$ cat src/rtl/serial_sub12_if.sv
// Request/response bundle for the bit-serial 12-bit subtractor.
interface serial_sub12_if;
  localparam int unsigned OP_W  = 11;
  localparam int unsigned RES_W = 12;

  logic             start;
  logic [OP_W-1:0]  a;
  logic [OP_W-1:0]  b;
  logic             busy;
  logic             done;
  logic [RES_W-1:0] out;

  modport master (output start, a, b, input busy, done, out);
  modport slave  (input start, a, b, output busy, done, out);
endinterface

$ cat src/rtl/serial_sub12.sv
// Bit-serial signed subtractor: out = a - b, one result bit per clock
// through a single full-adder slice fed with the inverted subtrahend.
module serial_sub12 (
  input  logic          clk,
  input  logic          rst,
  serial_sub12_if.slave bus
);
  localparam int unsigned OP_W  = 11;
  localparam int unsigned RES_W = 12;
  localparam int unsigned CNT_W = 4;
  localparam logic [CNT_W-1:0] LAST_BIT = CNT_W'(RES_W - 1);

  typedef enum logic [1:0] {IDLE, SHIFT, DONE} state_t;

  state_t           r_state;
  state_t           w_state_nx;
  logic [RES_W-1:0] r_a;
  logic [RES_W-1:0] r_b;
  logic [RES_W-1:0] r_res;
  logic [RES_W-1:0] r_out;
  logic [CNT_W-1:0] r_cnt;
  logic             r_carry;
  logic             r_busy;
  logic             r_done;

  logic w_ai;
  logic w_bi_n;
  logic w_sum;
  logic w_cy;

  // Full-adder slice on the current bit; carry seeded with 1 gives a + ~b + 1
  assign w_ai   = r_a[r_cnt];
  assign w_bi_n = ~r_b[r_cnt];
  assign w_sum  = w_ai ^ w_bi_n ^ r_carry;
  assign w_cy   = (w_ai & w_bi_n) | (w_ai & r_carry) | (w_bi_n & r_carry);

  always_ff @(posedge clk or posedge rst) begin
    if (rst) r_state <= IDLE;
    else     r_state <= w_state_nx;
  end

  always_comb begin
    w_state_nx = r_state;
    unique case (r_state)
      IDLE:    if (bus.start) w_state_nx = SHIFT;
      SHIFT:   if (r_cnt == LAST_BIT) w_state_nx = DONE;
      DONE:    w_state_nx = IDLE;
      default: w_state_nx = IDLE;
    endcase
  end

  // Datapath and registered status outputs
  always_ff @(posedge clk or posedge rst) begin
    if (rst) begin
      r_a     <= '0;
      r_b     <= '0;
      r_res   <= '0;
      r_out   <= '0;
      r_cnt   <= '0;
      r_carry <= 1'b1;
      r_busy  <= 1'b0;
      r_done  <= 1'b0;
    end else begin
      r_busy <= (w_state_nx != IDLE);
      r_done <= (w_state_nx == DONE);
      unique case (r_state)
        IDLE: begin
          if (bus.start) begin
            r_a     <= {bus.a[OP_W-1], bus.a};
            r_b     <= {bus.b[OP_W-1], bus.b};
            r_carry <= 1'b1;
            r_cnt   <= '0;
            r_res   <= '0;
          end
        end
        SHIFT: begin
          r_res   <= {w_sum, r_res[RES_W-1:1]};
          r_carry <= w_cy;
          r_cnt   <= r_cnt + CNT_W'(1);
          if (r_cnt == LAST_BIT) r_out <= {w_sum, r_res[RES_W-1:1]};
        end
        default: ;
      endcase
    end
  end

  assign bus.busy = r_busy;
  assign bus.done = r_done;
  assign bus.out  = r_out;
endmodule

$ cat src/flat_wrapper.sv
// flat-port wrapper written by rule: the top's interface ports become plain ports
module serial_sub12_flat 
  (clk, rst, bus_start, bus_a, bus_b, bus_busy, bus_done, bus_out);
  serial_sub12_if bus_i ();
  input  logic clk;
  input  logic rst;
  input wire logic [$bits(bus_i.start)-1:0] bus_start;
  input wire logic [$bits(bus_i.a)-1:0] bus_a;
  input wire logic [$bits(bus_i.b)-1:0] bus_b;
  output wire logic [$bits(bus_i.busy)-1:0] bus_busy;
  output wire logic [$bits(bus_i.done)-1:0] bus_done;
  output wire logic [$bits(bus_i.out)-1:0] bus_out;
  assign bus_i.start = bus_start;
  assign bus_i.a = bus_a;
  assign bus_i.b = bus_b;
  assign bus_busy = bus_i.busy;
  assign bus_done = bus_i.done;
  assign bus_out = bus_i.out;
  serial_sub12 u_core (.clk(clk), .rst(rst), .bus(bus_i));
endmodule
$ cat config.mk
export PLATFORM = sky130hd
export DESIGN_NAME = serial_sub12_flat
export DESIGN_NICKNAME = d
export VERILOG_FILES = /design/src/rtl/serial_sub12_if.sv /design/src/rtl/serial_sub12.sv /design/src/flat_wrapper.sv
export SDC_FILE = /design/constraint.sdc
export NUM_CORES = 1
export LEC_CHECK = 0
export BUFFER_PORTS_ARGS = -buffer_cell sky130_fd_sc_hd__buf_2
export CAP_MARGIN = 20
export CORE_AREA = 2 2 49 96
export DETAILED_ROUTE_END_ITERATION = 8
export DIE_AREA = 0 0 51 98
export PLACE_DENSITY = 0.76
export SLEW_MARGIN = 20
export SYNTH_ARGS = -nofsm -noshare
export SYNTH_HDL_FRONTEND = slang
export SYNTH_SLANG_ARGS = --single-unit
$ cat constraint.sdc
create_clock -name clk -period 4.2 [get_ports clk]
set_input_delay 0.84 -clock clk [delete_from_list [all_inputs] [get_ports clk]]
set_output_delay 0.84 -clock clk [all_outputs]
set_load 0.01 [all_outputs]
==> results.toml, run 1 <==
[outcome]
outcome = "completed"

[route]
post-route-drc-count = 0
routed_via_density = 5.68
drt-initial-drc-count = 38
drtPass1Iterations = 4
routed_wl_um = 4020
drtAntennaViolNets = 0
routedWlPerCell_um = 16.4
vias = 1391

[yosys]
synth.distinct_cells = 31
netlist_instances = 153
synth_area_per_cell_um2 = 14.8
synth-edff-count = 0
ys_async_sr_fraction_pct = 100
synth-seq-cells = 54
syn-num-nets = 180
synth_area_um2 = 2260
ys_seq_area_share_pct = 59.9
ys.warnings.count = 0
synth_area_leaders = "dfrtp_1 (59%), mux2_2 (16%), a22o_1 (4.3%)"
synth_top_cell_by_area = "dfrtp_1"
synth_flop_cell = "dfrtp_1"
yosys.area.top_type_share_pct = 58.7

[finish]
area_delta_synth_final_pct = 14.0
diodes = 0
final_cell_mix = "dfrtp_1 (53), buf_2 (38), mux2_2 (33), a22o_1 (11), mux2i_1 (8)"
final_common_cell = "dfrtp_1"
fin_util_pct = 59.9
nNetsFinal = 217
fin_cells = 245
final_layout_size_suffix_gt1_share_pct = 45.5

[timing]
fin_crit_ns = 2.54
setup_viol = 0
layout_setup_ws_ns = 1.66
finClkSkew_ns = 0.00723
slew-limit-headroom_pct = 40.9
maxSlewViolCount = 0
fmax_mhz = 393
fin_crit_sh_pct = 60.6
setup-tns-final_ns = 0
rsz0062_at_grt = "no"
tightest_slew_ns = 0.886
finalHoldViolations = 0

[placed_design]
port_buffers = 38
placed_cells = 237
hpwl_um = 2830
post-place-ws_ns = 1.70
gp_congestion = 0.705

[grt]
grt_max_degree = 55
antenna_found_initial = 0
grt_pass1_vias = 1478
overflow = 0
grt_pass1_wl_um = 6810
track_usage_pct = 18.0

[worst_setup_path]
worstPathArrival_ns = 2.74
critPathMaxFanout = 12
required_ns = 4.39
worstSetupPathType = "register to register"
r2r_cells = 5
cp-end-kind = "register"
start_kind = "register"

[power]
p_leak_uw = 0.00123
ir_drop_mv = 0.527
report.power.total_uw = 1980
powerDensity_nw_per_um2 = 770

[worst_hold_path]
holdPathStages = 1
hold_path_class = "register to register"

[die]
rows = 34
dieWidth_um = 51
core_area_um2 = 4300
die_area_um2 = 5000
floorplan.initialDensity_pct = 52.6
ioPinCount = 39
die_h_um = 98

[clock_tree]
clk_pin_slew_ns = 0.09
cts.sinks = 54
cts_buffers = 5
clk_path_buf_depth = 2
root_buffer = "clkbuf_8"
cts-hold-fix-buffers = 0
clk_latency_ns = 0.30
tritoncts = "done"
h-tree-depth = 2
ctsResizeCount = 0
post_cts_buffers = 0

[flow_run]
maxCapViolCount = 0
==> per-layer routing <==
| layer | track usage [%] | up-vias | wire [µm] |
|---|---|---|---|
| li1 | - | 624 | - |
| met1 | 19.5 | 725 | 1470 |
| met2 | 34.0 | 38 | 2350 |
| met3 | 3.67 | 4 | 167 |
| met5 | 0 | - | 0 |
| met4 | 4.57 | 0 | 40 |
==> stage by stage <==
stage          cell area [µm²]  hold WS, ns
3_3_place_gp              2460        0.483
5_1_grt                   2570        0.539
4_1_cts                   2570        0.513
2_1_floorplan             2260        0.461
6_report                  2570        0.509
3_5_place_dp              2460        0.493
==> sequential cells by signal (all words and copies together), names as in the netlist <==
| signal | count |
|---|---|
| u_core.bus.out | 12 |
| u_core.r_a | 11 |
| u_core.r_b | 11 |
| u_core.r_res | 11 |
| u_core.r_cnt | 4 |
| u_core.r_state | 2 |
| u_core.bus.busy | 1 |
| u_core.bus.done | 1 |
| u_core.r_carry | 1 |
==> Yosys cell counts (2+ instances only) <==
library cell / number
buf_2: 2
and3_1: 2
o21ai_0: 5
a31oi_1: 3
nand2b_1: 2
buf_6: 3
a22o_1: 11
nand2_1: 4
clkbuf_1: 2
mux2_2: 33
inv_1: 4
nand3b_1: 4
dfrtp_1: 53
mux2i_1: 8
==> report_power, final <==
part           leakage (µW)  total [µW]  switching, µW  internal [µW]
combinational      0.000508         698            297            401
clock             0.0000579         334            159            175
sequential         0.000667         951            191            760
total               0.00123        1980            646           1340
==> cell type report <==
class,instances,area [µm²]
clock inverters,3,40.0
repair buffers,39,198
clock buffers,5,68.8
inverters,4,16.3
flip-flops and latches,54,1350
fillers,352,1720
well taps,54,67.6
multi-input cells,86,832
==> cells by family (layout without fill, tap and decap cells) <==
kind of cell    after synthesis  in the layout  synth area share [%]
fa+ha+maj                     2              2                  1.44
simple gates                 18             18                  5.37
mux                          43             43                  22.2
buf+inv                      13             51                  3.43
compound gates               23             23                  7.70
flops                        54             54                  59.9
==> path summary, 6_finish.rpt <==
path,startpoint,end,slack [ns]
setup reg to reg,u_core.r_cnt[0]$_DFFE_PP0P_,u_core.r_res[11]$_DFFE_PP0P_,1.66
hold / removal,u_core.bus.out[0]$_DFFE_PP0P_,u_core.bus.out[0]$_DFFE_PP0P_,0.51
setup / recovery,u_core.r_cnt[0]$_DFFE_PP0P_,u_core.r_res[11]$_DFFE_PP0P_,1.66
min in group asynchronous,rst,u_core.r_a[0]$_DFFE_PP0P_,0.68
max in group asynchronous,rst,u_core.r_b[8]$_DFFE_PP0P_,2.98
hold reg to reg,u_core.bus.out[0]$_DFFE_PP0P_,u_core.bus.out[0]$_DFFE_PP0P_,0.51
==> critical path, cell delays in order, from the launching register on <==
cell     delay, ns
dfrtp_1       0.71
mux4_1        0.60
or2_2         0.28
a32o_1        0.24
fa_1          0.51
o21ai_0       0.09
(Power assumes the default switching activity.)
==> run 2, diff against run 1 <==
==> constraint.sdc (replaced) <==
create_clock -name clk -period 2.41 [get_ports clk]
set_input_delay 0.482 -clock clk [delete_from_list [all_inputs] [get_ports clk]]
set_output_delay 0.482 -clock clk [all_outputs]
set_load 0.01 [all_outputs]
==> results.toml, run 2 (synthesis results as in run 1) <==
[worst_hold_path]
hold_path_class = "primary input to async pin"

[die]
rows = 34
floorplan.initialDensity_pct = 52.6
core_area_um2 = 4300
die_area_um2 = 5000
die_h_um = 98
ioPinCount = 39
dieWidth_um = 51

[timing]
finClkSkew_ns = 0.0112
slew-limit-headroom_pct = 51.7
tightest_slew_ns = 0.723
setup_viol = 0
fin_crit_sh_pct = 93.6
setup-tns-final_ns = 0
fin_crit_ns = 2.26
rsz0062_at_grt = "no"
finalHoldViolations = 0
maxSlewViolCount = 0
fmax_mhz = 443

[grt]
grt_max_degree = 37
overflow = 0
antenna_found_initial = 0
grt_pass1_vias = 1533
track_usage_pct = 18.5
grt_pass1_wl_um = 6980

[clock_tree]
clk_pin_slew_ns = 0.09
cts.sinks = 54
clk_path_buf_depth = 2
cts_buffers = 5
root_buffer = "clkbuf_8"
clk_latency_ns = 0.30
tritoncts = "done"
h-tree-depth = 2
ctsResizeCount = 0
post_cts_buffers = 0
cts-hold-fix-buffers = 0

[route]
routed_wl_um = 3990
drt-initial-drc-count = 19
routedWlPerCell_um = 16.0
post-route-drc-count = 0
drtAntennaViolNets = 0
vias = 1354
routed_via_density = 5.42
drtPass1Iterations = 3

[worst_setup_path]
slowest_delay_ns = 0.56
worstSetupPathType = "register to register"
path_buf_inv = 0
crit_path_top_delay_cell = "mux4_1"
start_kind = "register"
critPathMaxFanout = 6
cp_top_family = "multiplexers"
reg2reg_slack_ns = 0.15
cp-startpoint = "u_core.r_cnt[0]$_DFFE_PP0P_"
cp-end-kind = "register"
r2r-start = "u_core.r_cnt[0]$_DFFE_PP0P_"
worstPathArrival_ns = 2.42
path_cells = "mux4_1 > or2_2 > a32o_1 > fa_1 > mux2i_1"
required_ns = 2.58

[outcome]
outcome = "completed"

[placed_design]
placed_cells = 242
gp_congestion = 0.789
port_buffers = 38
hpwl_um = 2980

[finish]
nFillCells = 351
fin_util_pct = 60.9
final_common_cell = "dfrtp_1"
diodes = 0
area_delta_synth_final_pct = 15.8
final_cell_mix = "dfrtp_1 (53), buf_2 (38), mux2_2 (33), a22o_1 (11), mux2i_1 (8)"
final_layout_size_suffix_gt1_share_pct = 45.9
fin_cells = 250
register_area_um2 = 1350
largest_reg_flops = 12
multiInputGateArea_um2 = 828
nNetsFinal = 222

[power]
ir_drop_mv = 0.797
p_leak_uw = 0.00125
report.power.total_uw = 3520
powerDensity_nw_per_um2 = 1340

[flow_run]
maxCapViolCount = 0
-- run 2: cell type report --
| class | instances | share of cell area (%) |
|---|---|---|
| repair buffers | 44 | 9.00 |
| inverters | 4 | 0.574 |
| multi-input cells | 86 | 31.7 |
| well taps | 54 | 2.58 |
| clock inverters | 1 | 1.15 |
| flip-flops and latches | 54 | 51.7 |
| clock buffers | 7 | 3.30 |
-- run 2: path summary, 6_finish.rpt --
| check | endpoint | cells after the start |
|---|---|---|
| hold reg to reg | u_core.bus.out[1]$_DFFE_PP0P_ | 1 |
| hold / removal | u_core.r_res[1]$_DFFE_PP0P_ | 2 |
| min in group clk | u_core.r_a[9]$_DFFE_PP0P_ | 2 |
| setup / recovery | u_core.bus.out[11]$_DFFE_PP0P_ | 5 |
| max in group asynchronous | u_core.r_b[5]$_DFFE_PP0P_ | 3 |
| setup reg to reg | u_core.bus.out[11]$_DFFE_PP0P_ | 5 |
-- run 2: where the power goes --
group | internal [µW] | switching, µW | total (µW)
clock | 338 | 263 | 602
sequential | 1330 | 293 | 1620
combinational | 737 | 557 | 1290
total | 2400 | 1110 | 3520
-- run 2: through the flow --
| step | cell area [µm²] | hold slack (ns) | setup slack [ns] |
|---|---|---|---|
| after floorplan | 2260 | 0.461 | 0.300 |
| after global placement | 2500 | 0.481 | 0.204 |
| after detailed placement | 2500 | 0.491 | 0.169 |
| after CTS | 2620 | 0.310 | 0.147 |
| after global routing | 2620 | 0.352 | 0.0145 |
| final | 2620 | 0.294 | 0.155 |
-- run 2: routing by layer --
| layer | global-route usage [%] | wire (µm) | vias to the layer above |
|---|---|---|---|
| li1 | - | - | 633 |
| met1 | 19.2 | 1500 | 677 |
| met2 | 33.8 | 2230 | 32 |
| met3 | 4.28 | 138 | 12 |
| met4 | 8.32 | 125 | 0 |
| met5 | 0 | 0 | - |
-- run 2: worst reg2reg max path, cell delays in order, from the launching register on --
cell     delay (ns)
dfrtp_1        0.48
mux4_1         0.56
or2_2          0.28
a32o_1         0.23
fa_1           0.50
mux2i_1        0.07
